`config.mk`:
```
export PLATFORM = sky130hd
export DESIGN_NAME = mips_mc_ctrl
export DESIGN_NICKNAME = d
export VERILOG_FILES = /design/src/rtl/mips_ctrl_pkg.sv /design/src/rtl/mips_ctrl_outdec.sv /design/src/rtl/mips_mc_ctrl.sv
export SDC_FILE = /design/constraint.sdc
export NUM_CORES = 1
export LEC_CHECK = 0
export CORE_MARGIN = 2
export CORE_UTILIZATION = 40
export CTS_CLUSTER_DIAMETER = 120
export DETAILED_ROUTE_END_ITERATION = 6
export PLACE_DENSITY = 0.83
export SLEW_MARGIN = 10
export SYNTH_ARGS = -nofsm -noshare
export SYNTH_HDL_FRONTEND = slang
export SYNTH_SLANG_ARGS = --single-unit
```
`constraint.sdc`:
```
create_clock -name clk -period 4.7 [get_ports clk]
set_input_delay 0.94 -clock clk [delete_from_list [all_inputs] [get_ports clk]]
set_output_delay 0.94 -clock clk [all_outputs]
set_load 0.01 [all_outputs]
```
`src/rtl/mips_ctrl_pkg.sv`:
```
// Shared types and encodings for the multicycle MIPS control unit.
// No logic of its own; consumed by the FSM top and its output decoder.
// Encodings match the datapath mux select wiring one-for-one.
package mips_ctrl_pkg;

  // FSM state encoding; the numeric values are visible on state_dbg.
  typedef enum logic [3:0] {
    ST_FETCH   = 4'd0,
    ST_DECODE  = 4'd1,
    ST_MEMADR  = 4'd2,
    ST_MEMRD   = 4'd3,
    ST_MEMWB   = 4'd4,
    ST_MEMWR   = 4'd5,
    ST_RTYPEEX = 4'd6,
    ST_RTYPEWB = 4'd7,
    ST_BEQEX   = 4'd8,
    ST_ADDIEX  = 4'd9,
    ST_ADDIWB  = 4'd10,
    ST_JEX     = 4'd11
  } state_e;

  // Supported opcodes (instr[31:26]).
  localparam logic [5:0] OP_RTYPE = 6'h00;
  localparam logic [5:0] OP_J     = 6'h02;
  localparam logic [5:0] OP_BEQ   = 6'h04;
  localparam logic [5:0] OP_ADDI  = 6'h08;
  localparam logic [5:0] OP_LW    = 6'h23;
  localparam logic [5:0] OP_SW    = 6'h2B;

  // ALU operation select.
  localparam logic [1:0] ALUOP_ADD   = 2'b00;
  localparam logic [1:0] ALUOP_SUB   = 2'b01;
  localparam logic [1:0] ALUOP_FUNCT = 2'b10;

  // ALU B-operand select.
  localparam logic [1:0] SRCB_REG     = 2'b00;
  localparam logic [1:0] SRCB_FOUR    = 2'b01;
  localparam logic [1:0] SRCB_IMM     = 2'b10;
  localparam logic [1:0] SRCB_IMM_SH2 = 2'b11;

  // PC source select.
  localparam logic [1:0] PCSRC_ALU    = 2'b00;
  localparam logic [1:0] PCSRC_ALUOUT = 2'b01;
  localparam logic [1:0] PCSRC_JUMP   = 2'b10;

  // Complete control word presented to the datapath.
  typedef struct packed {
    logic       iord;
    logic       mem_write;
    logic       ir_write;
    logic       pc_write;
    logic       branch;
    logic [1:0] pc_src;
    logic [1:0] alu_op;
    logic       alu_src_a;
    logic [1:0] alu_src_b;
    logic       reg_dst;
    logic       mem_to_reg;
    logic       reg_write;
    logic       illegal_op;
  } ctrl_t;

  // True for every opcode the FSM knows how to sequence.
  function automatic logic op_supported(input logic [5:0] op);
    return (op == OP_RTYPE) || (op == OP_J)  || (op == OP_BEQ) ||
           (op == OP_ADDI)  || (op == OP_LW) || (op == OP_SW);
  endfunction

endpackage

```
`src/rtl/mips_ctrl_outdec.sv`:
```
// Output decoder: maps current FSM state (plus mem_ready in FETCH) to the control word.
// Latency: purely combinational, zero cycles.
// Backpressure: mem_ready only gates the FETCH-time IR/PC loads; stalls come from the FSM.
module mips_ctrl_outdec
  import mips_ctrl_pkg::*;
(
  input  state_e state_i,
  input  logic   mem_ready_i,
  input  logic   op_legal_i,
  output ctrl_t  ctrl_o
);

  // Moore decode of the control word; FETCH loads IR/PC only when the fetch completes.
  always_comb begin
    ctrl_o = '0;
    unique case (state_i)
      ST_FETCH: begin
        ctrl_o.iord      = 1'b0;
        ctrl_o.alu_src_a = 1'b0;
        ctrl_o.alu_src_b = SRCB_FOUR;
        ctrl_o.alu_op    = ALUOP_ADD;
        ctrl_o.pc_src    = PCSRC_ALU;
        ctrl_o.ir_write  = mem_ready_i;
        ctrl_o.pc_write  = mem_ready_i;
      end
      ST_DECODE: begin
        // Precompute the branch target while the opcode is decoded.
        ctrl_o.alu_src_a  = 1'b0;
        ctrl_o.alu_src_b  = SRCB_IMM_SH2;
        ctrl_o.alu_op     = ALUOP_ADD;
        ctrl_o.illegal_op = ~op_legal_i;
      end
      ST_MEMADR, ST_ADDIEX: begin
        ctrl_o.alu_src_a = 1'b1;
        ctrl_o.alu_src_b = SRCB_IMM;
        ctrl_o.alu_op    = ALUOP_ADD;
      end
      ST_MEMRD: begin
        ctrl_o.iord = 1'b1;
      end
      ST_MEMWR: begin
        // Write strobe stays up for the whole state, including stall cycles.
        ctrl_o.iord      = 1'b1;
        ctrl_o.mem_write = 1'b1;
      end
      ST_MEMWB: begin
        ctrl_o.reg_dst    = 1'b0;
        ctrl_o.mem_to_reg = 1'b1;
        ctrl_o.reg_write  = 1'b1;
      end
      ST_RTYPEEX: begin
        ctrl_o.alu_src_a = 1'b1;
        ctrl_o.alu_src_b = SRCB_REG;
        ctrl_o.alu_op    = ALUOP_FUNCT;
      end
      ST_RTYPEWB: begin
        ctrl_o.reg_dst    = 1'b1;
        ctrl_o.mem_to_reg = 1'b0;
        ctrl_o.reg_write  = 1'b1;
      end
      ST_ADDIWB: begin
        ctrl_o.reg_dst    = 1'b0;
        ctrl_o.mem_to_reg = 1'b0;
        ctrl_o.reg_write  = 1'b1;
      end
      ST_BEQEX: begin
        ctrl_o.alu_src_a = 1'b1;
        ctrl_o.alu_src_b = SRCB_REG;
        ctrl_o.alu_op    = ALUOP_SUB;
        ctrl_o.pc_src    = PCSRC_ALUOUT;
        ctrl_o.branch    = 1'b1;
      end
      ST_JEX: begin
        ctrl_o.pc_src   = PCSRC_JUMP;
        ctrl_o.pc_write = 1'b1;
      end
      default: ctrl_o = '0;
    endcase
  end

endmodule

```
`src/rtl/mips_mc_ctrl.sv`:
```
// Multicycle MIPS control FSM: FETCH/DECODE/EXEC/MEM/WB sequencing and datapath selects.
// Latency: outputs are combinational from the state register (plus mem_ready in FETCH).
// Backpressure: FETCH, MEMRD and MEMWR hold while mem_ready is low (unless MEM_WAIT_EN=0).
module mips_mc_ctrl
  import mips_ctrl_pkg::*;
#(
  parameter bit MEM_WAIT_EN = 1'b1
) (
  input  logic       clk,
  input  logic       rst_n,
  input  logic [5:0] opcode,
  input  logic       mem_ready,
  output logic       iord,
  output logic       mem_write,
  output logic       ir_write,
  output logic       pc_write,
  output logic       branch,
  output logic [1:0] pc_src,
  output logic [1:0] alu_op,
  output logic       alu_src_a,
  output logic [1:0] alu_src_b,
  output logic       reg_dst,
  output logic       mem_to_reg,
  output logic       reg_write,
  output logic       illegal_op,
  output logic [3:0] state_dbg
);

  state_e state_q, state_d;
  logic   mem_rdy;
  logic   op_legal;
  ctrl_t  ctrl;

  // With waits disabled the memory is assumed to complete every access in one cycle.
  assign mem_rdy  = MEM_WAIT_EN ? mem_ready : 1'b1;
  assign op_legal = op_supported(opcode);

  // State register; reset lands in FETCH asynchronously.
  always_ff @(posedge clk or negedge rst_n) begin
    if (!rst_n) begin
      state_q <= ST_FETCH;
    end else begin
      state_q <= state_d;
    end
  end

  // Next-state logic; opcode only matters in DECODE and MEMADR.
  always_comb begin
    state_d = state_q;
    unique case (state_q)
      ST_FETCH:  if (mem_rdy) state_d = ST_DECODE;
      ST_DECODE: begin
        unique case (opcode)
          OP_LW, OP_SW: state_d = ST_MEMADR;
          OP_RTYPE:     state_d = ST_RTYPEEX;
          OP_BEQ:       state_d = ST_BEQEX;
          OP_ADDI:      state_d = ST_ADDIEX;
          OP_J:         state_d = ST_JEX;
          default:      state_d = ST_FETCH;
        endcase
      end
      ST_MEMADR: begin
        if (opcode == OP_LW)      state_d = ST_MEMRD;
        else if (opcode == OP_SW) state_d = ST_MEMWR;
        else                      state_d = ST_FETCH;
      end
      ST_MEMRD:   if (mem_rdy) state_d = ST_MEMWB;
      ST_MEMWR:   if (mem_rdy) state_d = ST_FETCH;
      ST_RTYPEEX: state_d = ST_RTYPEWB;
      ST_ADDIEX:  state_d = ST_ADDIWB;
      ST_MEMWB, ST_RTYPEWB, ST_ADDIWB, ST_BEQEX, ST_JEX: state_d = ST_FETCH;
      default:    state_d = ST_FETCH;
    endcase
  end

  mips_ctrl_outdec u_outdec (
    .state_i     (state_q),
    .mem_ready_i (mem_rdy),
    .op_legal_i  (op_legal),
    .ctrl_o      (ctrl)
  );

  // Strobes are gated by rst_n so nothing fires while reset is held,
  // even though FETCH would otherwise follow mem_ready.
  assign ir_write   = ctrl.ir_write  & rst_n;
  assign pc_write   = ctrl.pc_write  & rst_n;
  assign mem_write  = ctrl.mem_write & rst_n;
  assign reg_write  = ctrl.reg_write & rst_n;
  assign branch     = ctrl.branch    & rst_n;
  assign iord       = ctrl.iord;
  assign pc_src     = ctrl.pc_src;
  assign alu_op     = ctrl.alu_op;
  assign alu_src_a  = ctrl.alu_src_a;
  assign alu_src_b  = ctrl.alu_src_b;
  assign reg_dst    = ctrl.reg_dst;
  assign mem_to_reg = ctrl.mem_to_reg;
  assign illegal_op = ctrl.illegal_op;
  assign state_dbg  = state_q;

endmodule

```
==> flow_summary.yaml <==
hold_path:
  hold_depth: 1
  hp-start: "state_dbg[3]"
  hold_path_class: "flop to flop"
place:
  finalWeightedCongestion: 0.8565
  place_ws_ns: 1.021
  portBuffers: 28
  dp_hpwl_um: 1116
detailed_routing:
  dr.pass1.iters: 4
  drcViolationCount: 0
  vias: 673
  via_per_inst: 5.703
  totalWireLength_um: 1458
  ant_nets: 0
  drt_iter0_drc: 26
  avgRoutedWirePerCell_um: 12.36
layout:
  drive_gt1_frac: 0.03883
  largest_reg_flops: 4
  fillers: 128
  nets: 114
  areaGrowthSynthToFinish_pct: 55.61
  antennaDiodeCount: 0
global_routing:
  grt_pass1_vias: 558
  grt_pass1_wl_um: 2470
  grt_use_total: 0.2250
  gr-total-overflow: 0
  antenna_found_initial: 0
  grt_max_degree: 17
clocking:
  htreeDepth: 1
  cts_resized: 0
  cts.clk_slew.worst_paths_ns: 0.04
  cts_buffers: 3
  cts_setup_buffers: 0
  cts_root_buf: "clkbuf_4"
  clock_latency_ns: 0.24
  cts_sinks: 4
  ctsHoldBuffers: 0
  cts_buffer_depth: 2
  tritoncts: "built"
die:
  coreArea_sq_um: 1269
  io_pins: 29
  start_util: 0.4132
  die_y_um: 40.20
  dieArea_sq_um: 1616
  dieWidth_um: 40.20
  core.rowCount: 13
synthesis:
  ys_ff_latch: 4
  ys_seq_area_frac: 0.1909
  syn_avg_cell_area_sq_um: 6.721
  syn_area_sq_um: 524.3
  netlist_instances: 78
  synth_cell_types: 30
  syn-num-nets: 87
  yosysWarnings: 0
worst_setup_path:
  crit_start: "opcode[2]"
  worstPathArrival_ns: 2.76
  startpoint_type: "primary input"
  cp.required_ns: 3.76
  timing.rr.start: "state_dbg[1]"
  worstSetupPathType: "primary input to primary output"
  reg2reg_depth: 4
  path_max_fanout: 9
  rrSetupSlack_ns: 2.76
  end_kind: "primary output"
timing:
  setup_violations: 0
  slew_violations: 0
  setup_ws_ns: 0.9951
  finalHoldViolations: 0
  fmax_mhz: 269.9
  fin_crit_sh: 0.7883
  timing.final.crit_period_ns: 3.705
  rsz0062_at_grt: "no"
  hold_slack_ns: 0.6703
  fin_setup_tns_ns: 0
  fin_worst_skew_ns: 0.005367
  max_slew_margin: 0.6949
  max_slew.worst_pin.slew_ns: 0.4577
power_and_ir_drop:
  cellPowerDensity_nw_per_um2: 198.4
  ir_drop_mv: 0.1435
  fin_total_pwr_mw: 0.1619
  leakage_nw: 0.2898
status:
  status: "finished, final reports clean"
run:
  maxCapViolations: 0
==> worst max-delay path, stage by stage <==
cell and delay [ns]:
clkdlybuf4s50_1 0.53, xor2_1 0.21, o21ai_0 0.17, nor2_1 0.07, nor4_1 0.25, clkdlybuf4s50_1 0.58
==> power breakdown <==
| part | switching [mW] | internal [mW] |
|---|---|---|
| clock | 0.0156 | 0.0287 |
| sequential | 0.00904 | 0.0370 |
| combinational | 0.0328 | 0.0387 |
| total | 0.0574 | 0.104 |
==> metal layers <==
metal	GRT usage	wire, um	vias to the layer above	share of wire
li1	-	-	334	-
met1	0.2575	629	296	0.43
met2	0.4315	697	43	0.48
met3	0.06667	131	0	0.090
met4	0	0	0	0
met5	0	0	-	0
==> cell usage after synthesis <==
library cell     instances  area (sq um)
a31o_1                   1         8.760
nor3_1                  12         60.06
nand4b_1                 1         8.760
o21bai_1                 1         7.510
xnor2_1                  2         17.52
nand2_1                  3         11.26
a21o_1                   1         7.510
nor2b_1                  1         6.260
o311ai_0                 1         8.760
nand3_1                  1         5.000
or4_1                    3         22.52
a31oi_1                  2         12.51
nand2b_1                 7         43.79
nor4_1                   3         18.77
clkbuf_1                 3         11.26
buf_1                    1         3.750
a21oi_1                  2         10.01
buf_2                    1         5.000
or3_1                    1         6.260
or3_4                    1         11.26
nor2_1                  10         37.54
xor2_1                   1         8.760
inv_1                    3         11.26
clkdlybuf4s15_1          1         10.01
o21a_1                   2         15.01
o21ai_0                  6         30.03
nor3b_1                  1         7.510
a221oi_1                 1         8.760
o32ai_1                  1         8.760
dfrtp_1                  4         100.1
==> final timing paths <==
check                               end
max                          illegal_op
min                        state_dbg[0]
max reg2reg                state_dbg[1]
min reg2reg                state_dbg[0]
max in group asynchronous  state_dbg[3]
min in group asynchronous  state_dbg[0]
==> through the flow <==
step | cell area, sq um | cells | util
after floorplan | 524.3 | 78 | -
after global placement | 793.3 | 115 | 0.6252
after detailed placement | 793.3 | 115 | 0.6252
after CTS | 815.8 | 118 | 0.6430
after global routing | 815.8 | 118 | 0.6430
final | 815.8 | 118 | 0.6430
==> area by class of cell <==
type | count | area, sq um | area share
Multi-Input combinational cell | 65 | 382.9 | 0.4693
Timing Repair Buffer | 28 | 280.3 | 0.3436
Inverter | 3 | 11.26 | 0.01380
Clock buffer | 3 | 22.52 | 0.02761
Sequential cell | 4 | 100.1 | 0.1227
Tap cell | 15 | 18.77 | 0.02301
==> cells by family after synthesis <==
group	count (synthesis)	synth area share
buffers and inverters	9	0.07874
and+or+nand+nor	44	0.4559
DFF	4	0.1909
AOI/OAI and AO/OA	18	0.2244
xor gates and xnor gates	3	0.05013
==> cells in the final DEF (no fill, tap or decap) <==
master           instances
nand2b_1                 7
o21bai_1                 1
nand2_1                  3
a31oi_1                  2
nor2_1                  10
or3_1                    1
dfrtp_1                  4
clkbuf_4                 3
xnor2_1                  2
nor3_1                  12
or4_1                    3
or3_4                    1
a21oi_1                  2
a21o_1                   1
o32ai_1                  1
o21ai_0                  6
nor2b_1                  1
o21a_1                   2
clkdlybuf4s50_1         28
a221oi_1                 1
nand3_1                  1
nand4b_1                 1
xor2_1                   1
a31o_1                   1
nor4_1                   3
nor3b_1                  1
o311ai_0                 1
inv_1                    3
No activity file was read; power rests on OpenSTA's default activity.
==> RTL edit 1, RTL diff (same settings) <==
`MEM_WAIT_EN`: 1'b1 -> 1'b0.
--- a/src/rtl/mips_mc_ctrl.sv
+++ b/src/rtl/mips_mc_ctrl.sv
@@ -5,5 +5,5 @@
   import mips_ctrl_pkg::*;
 #(
-  parameter bit MEM_WAIT_EN = 1'b1
+  parameter bit MEM_WAIT_EN = 1'b0
 ) (
   input  logic       clk,
Formal check against the unedited RTL: not equivalent (a bounded check fails within 4 cycles, from zero or initial values and one cycle with rst_n low).
==> RTL edit 1 against the unedited design <==
Wire length shrank 1.3%; setup slack gained 0.16 ns; sequential cell count stayed put; final area decreased by 4.1%; sequential share of layout area increased by 0.53 points; via count shrank 6.1%; count of clock-buffer cells in the layout did not move; area after synthesis decreased by 3.6%; critical endpoint unchanged; highest routed layer is now met4.
Power is not compared: it rests on default switching activity, and its combinational part moved more than twofold at a synthesized area within 25%.
==> RTL edit 1: results (changes against the unedited design) <==
Global routing
  – First-pass GRT wire length: 2.17 mm (was 2.47 mm)
  – Number of global-route vias before repair: 510 (was 558)
  – Largest net degree at the start of global routing: 18 (was 17)
  – GRT Util Overall: 0.207 (was 0.225)

Final layout
  – Final Non-Filler Cells: 107 (was 118)
  – Final #Nets: 104 (was 114)
  – Max reg flops: 4 (unchanged)
  – Antenna diodes: 0 (unchanged)
  – Share of layout cells above drive strength 1: 0.0430 (was 0.0388)

CTS
  – Maximum level of the CTS H-tree: 1 (unchanged)
  – Worst-path clk slew: 0.05 ns
  – Cts bufs inserted: 3 (unchanged)
  – Worst-Skew Late Latency: 0.25 ns
  – Setup Fix Bufs, Post-CTS: 0 (unchanged)
  – Clock Tree Root: clkbuf_4 (unchanged)
  – Maximum root-to-sink buffer count: 2 (unchanged)

Yosys
  – Post-Synth Adder-Cell Area: 0 (unchanged)
  – Synth top cells by count: nor2_1 (8), nor3_1 (8), dfrtp_1 (4) (was nor3_1 (12), nor2_1 (10), nand2b_1 (7))
  – Most used DFF post-synth: dfrtp_1 (unchanged)
  – Synth warn: 0 (unchanged)
  – Cell variety after synth: 30 (unchanged)
  – XOR/XNOR Fraction of Synth Area: 0.0693 (was 0.0501)
  – Synth Instances: 68 (was 78)
  – Post-Syn Nets: 77 (was 87)
  – Compound-cell area share of the yosys netlist: 0.183 (was 0.224)
  – Synth area leaders: dfrtp_1 (20%), nor3_1 (7.9%), nor2_1 (5.9%), xor2_1 (5.2%), nor4_4 (4.2%) (was dfrtp_1 (19%), nor3_1 (11%), nand2b_1 (8.4%), nor2_1 (7.2%), o21ai_0 (5.7%))
  – Register area share after synthesis: 0.198 (was 0.191)

Min path
  – Hold Path Class: reg -> reg (unchanged)

Critical path
  – Worst Path Max Fanout: 5 (was 9)
  – Worst R2R Path Depth: 3 (was 4)
  – Largest stage delay, worst path: 0.53 ns (was 0.58 ns)
  – CP Data Arrival Time: 2.60 ns (was 2.76 ns)

Power
  – Leak: 0.299 nW
  – Switching share of total power: 0.418
  – Peak supply drop: 0.232 mV

Route
  – DR iter-0 viols: 13 (was 26)
  – WL/cell: 13.4 um (was 12.4 um)
  – Vias/cell: 5.91 (was 5.70)
  – First-pass detailed-route iteration total: 5 (was 4)

Placed design
  – Final HPWL DP: 1.03 mm (was 1.12 mm)
  – Port Buffer Count: 27 (was 28)
  – Gpl congestion: 0.784 (was 0.857)

Status
  – Status: finished clean (unchanged)

Timing
  – Worst Tran Pin Value: 0.530 ns (was 0.458 ns)
  – Clock Skew: 0.0105 ns (was 0.00537 ns)
RTL edit 1: per-layer routing:
layer / GRT usage / up-vias / wire length, um
li1: - / 304 / -
met1: 0.230 / 286 / 595
met2: 0.381 / 38 / 710
met3: 0.0341 / 4 / 119
met4: 0.0776 / 0 / 13
met5: 0 / - / 0
RTL edit 1: per-stage QoR:
stage	worst slack, ns	hold slack [ns]	area, um2
after floorplan	2.18	0.644	505
after global placement	1.22	0.770	759
after detailed placement	1.20	0.770	759
after CTS	1.17	0.776	782
after global routing	1.10	0.826	782
final	1.16	0.798	782
RTL edit 1: final cells by class:
class / instances / area (um2)
multi-input combinational: 56 / 360
fill: 121 / 359
timing repair buffer: 27 / 270
sequential: 4 / 100
clock buffer: 3 / 22.5
tap: 14 / 17.5
inverter: 3 / 11.3
RTL edit 1: power by group through the flow:
stage	logic [W]	clock network [W]	registers, W
after floorplan	0.0000971	0	0.0000545
after global placement	0.000159	0	0.0000720
after detailed placement	0.000160	0	0.0000716
after CTS	0.000162	0.0000453	0.0000711
after global routing	0.000174	0.0000469	0.0000744
final	0.000161	0.0000457	0.0000720
RTL edit 1: worst paths after layout:
check                                          to  slack (ns)                    from
max                                    illegal_op        1.16               opcode[1]
min                        state_dbg[0]$_DFF_PN0_        0.80  state_dbg[3]$_DFF_PN0_
max reg2reg                state_dbg[0]$_DFF_PN0_        3.31  state_dbg[1]$_DFF_PN0_
min reg2reg                state_dbg[0]$_DFF_PN0_        0.80  state_dbg[3]$_DFF_PN0_
max in group asynchronous  state_dbg[3]$_DFF_PN0_        3.48                   rst_n
min in group asynchronous  state_dbg[0]$_DFF_PN0_        0.96                   rst_n
RTL edit 1: critical path: cells and delay by family:
kind,cells,cell delay [ns]
AOI/OAI and AO/OA,1,0.17
buffers and inverters,2,1.02
and+or+nand+nor,2,0.48
==> RTL edit 2, RTL diff (config.mk and constraints unchanged) <==
Without the edit above. Put one more register stage on the output `state_dbg`, with the module's reset. The value now appears one clock later. The other outputs are not delayed to match.
--- a/src/rtl/mips_mc_ctrl.sv
+++ b/src/rtl/mips_mc_ctrl.sv
@@ -96,5 +96,11 @@
   assign mem_to_reg = ctrl.mem_to_reg;
   assign illegal_op = ctrl.illegal_op;
-  assign state_dbg  = state_q;
+  always_ff @(posedge clk or negedge rst_n) begin
+    if (!rst_n) begin
+      state_dbg <= '0;
+    end else begin
+      state_dbg <= state_q;
+    end
+  end
 
 endmodule
Behaviour: not the same (a bounded check fails within 4 cycles, from zero or initial values and one cycle with rst_n low).
==> RTL edit 2 against the unedited design <==
Power is 16% higher; area after synthesis is 21% higher; hold slack worse by 0.037 ns; final area is 14% higher; sequential cell count is 4 higher; setup slack better by 0.052 ns; sequential power is 75% higher; wire length is 8.5% higher; synthesized cell count is 3.8% higher; largest power group is now registers.
==> RTL edit 2: results (changes against the unedited design) <==
Power
  – Leak: 0.355 nW (was 0.290 nW)
  – Peak supply drop: 0.0806 mV (was 0.143 mV)

Yosys
  – Post-Syn Nets: 90 (was 87)
  – Synth area leaders: dfrtp_1 (31%), nor3_1 (7.1%), nor2_1 (5.9%), nor2b_1 (4.9%), nor3b_1 (4.7%) (was dfrtp_1 (19%), nor3_1 (11%), nand2b_1 (8.4%), nor2_1 (7.2%), o21ai_0 (5.7%))
  – Synth top cells by count: nor2_1 (10), nor3_1 (9), dfrtp_1 (8) (was nor3_1 (12), nor2_1 (10), nand2b_1 (7))

Global routing
  – Met1 usage in global routing: 0.244 (was 0.258)
  – First-pass GRT wire length: 2.65 mm (was 2.47 mm)
  – Met2 usage: 0.297 (was 0.431)
  – Met3 Use GR: 0.0500 (was 0.0667)
  – Number of global-route vias before repair: 613 (was 558)
  – Largest net degree at the start of global routing: 20 (was 17)

Placed design
  – Gpl congestion: 0.813 (was 0.857)
  – Final HPWL DP: 1.19 mm (was 1.12 mm)
  – Post-place setup slack: 1.02 ns (about the same)

Route
  – WL/cell: 13.1 um (was 12.4 um)
  – WL final: 1.58 mm (was 1.46 mm)
  – Routed wl met2: 796 um (was 697 um)
  – Met3 wire length: 75 um (was 131 um)
  – Vias/cell: 5.79 (was 5.70)

Timing
  – Worst slew margin: 0.616 (was 0.695)

Status
  – Status: finished clean (unchanged)

CTS
  – CTS Sinks: 8 (was 4)

Final layout
  – Fillers: 132 (was 128)
  – Final #Nets: 116 (was 114)
  – Fraction of area in clock buffers and inverters: 0.0243 (was 0.0276)
  – Data buffer area share: 0.302 (was 0.344)
  – Share of layout cells above drive strength 1: 0.0667 (was 0.0388)
  – Comb_multi_in: 66 (was 65)
  – Inverters: 0 (was 3)

Critical path
  – CP Data Arrival Time: 2.71 ns (was 2.76 ns)
  – Largest stage delay, worst path: 0.77 ns (was 0.58 ns)

Min path
  – Hold path depth: 0 (was 1)
RTL edit 2: changes by cell type after synthesis, sizes merged, moves of 3 or more:
| cell | unedited run | this run |
|---|---|---|
| inv | 3 | 0 |
| dfrtp | 4 | 8 |
| nand2b | 7 | 4 |
| nor3 | 12 | 9 |
| nor3b | 1 | 4 |
| nor2b | 1 | 6 |
| nand3 | 1 | 4 |
RTL edit 2: cells by family after synthesis:
| kind of cell | after synthesis | synth area share |
|---|---|---|
| simple gates | 47 | 0.411 |
| compound gates | 15 | 0.165 |
| flops | 8 | 0.315 |
| buf+inv | 7 | 0.0492 |
| xor+xnor | 3 | 0.0413 |
| mux | 1 | 0.0177 |
RTL edit 2: power by group through the flow:
stage          combinational (W)  sequential [W]   clock, W
2_1_floorplan          0.0000311       0.0000770          0
3_3_place_gp           0.0000553       0.0000816          0
3_5_place_dp           0.0000560       0.0000817          0
4_1_cts                0.0000561       0.0000805  0.0000521
5_1_grt                0.0000608       0.0000816  0.0000577
6_report               0.0000558       0.0000807  0.0000506
RTL edit 2: worst paths after layout:
check,start,slack (ns),to
min in group asynchronous,rst_n,1.03,state_q[0]$_DFFE_PN0P_
setup / recovery,rst_n,1.05,pc_write
setup reg to reg,state_q[0]$_DFFE_PN0P_,3.04,state_q[1]$_DFFE_PN0P_
hold / removal,state_q[2]$_DFFE_PN0P_,0.63,state_dbg[2]$_DFF_PN0_
hold reg to reg,state_q[2]$_DFFE_PN0P_,0.63,state_dbg[2]$_DFF_PN0_
max in group asynchronous,rst_n,3.35,state_dbg[0]$_DFF_PN0_
RTL edit 2: per-stage QoR:
step / power (W) / area, um2
floorplan: 0.000108 / 636
global placement: 0.000137 / 905
detailed placement: 0.000138 / 905
CTS: 0.000189 / 927
global route: 0.000200 / 927
finish: 0.000187 / 927
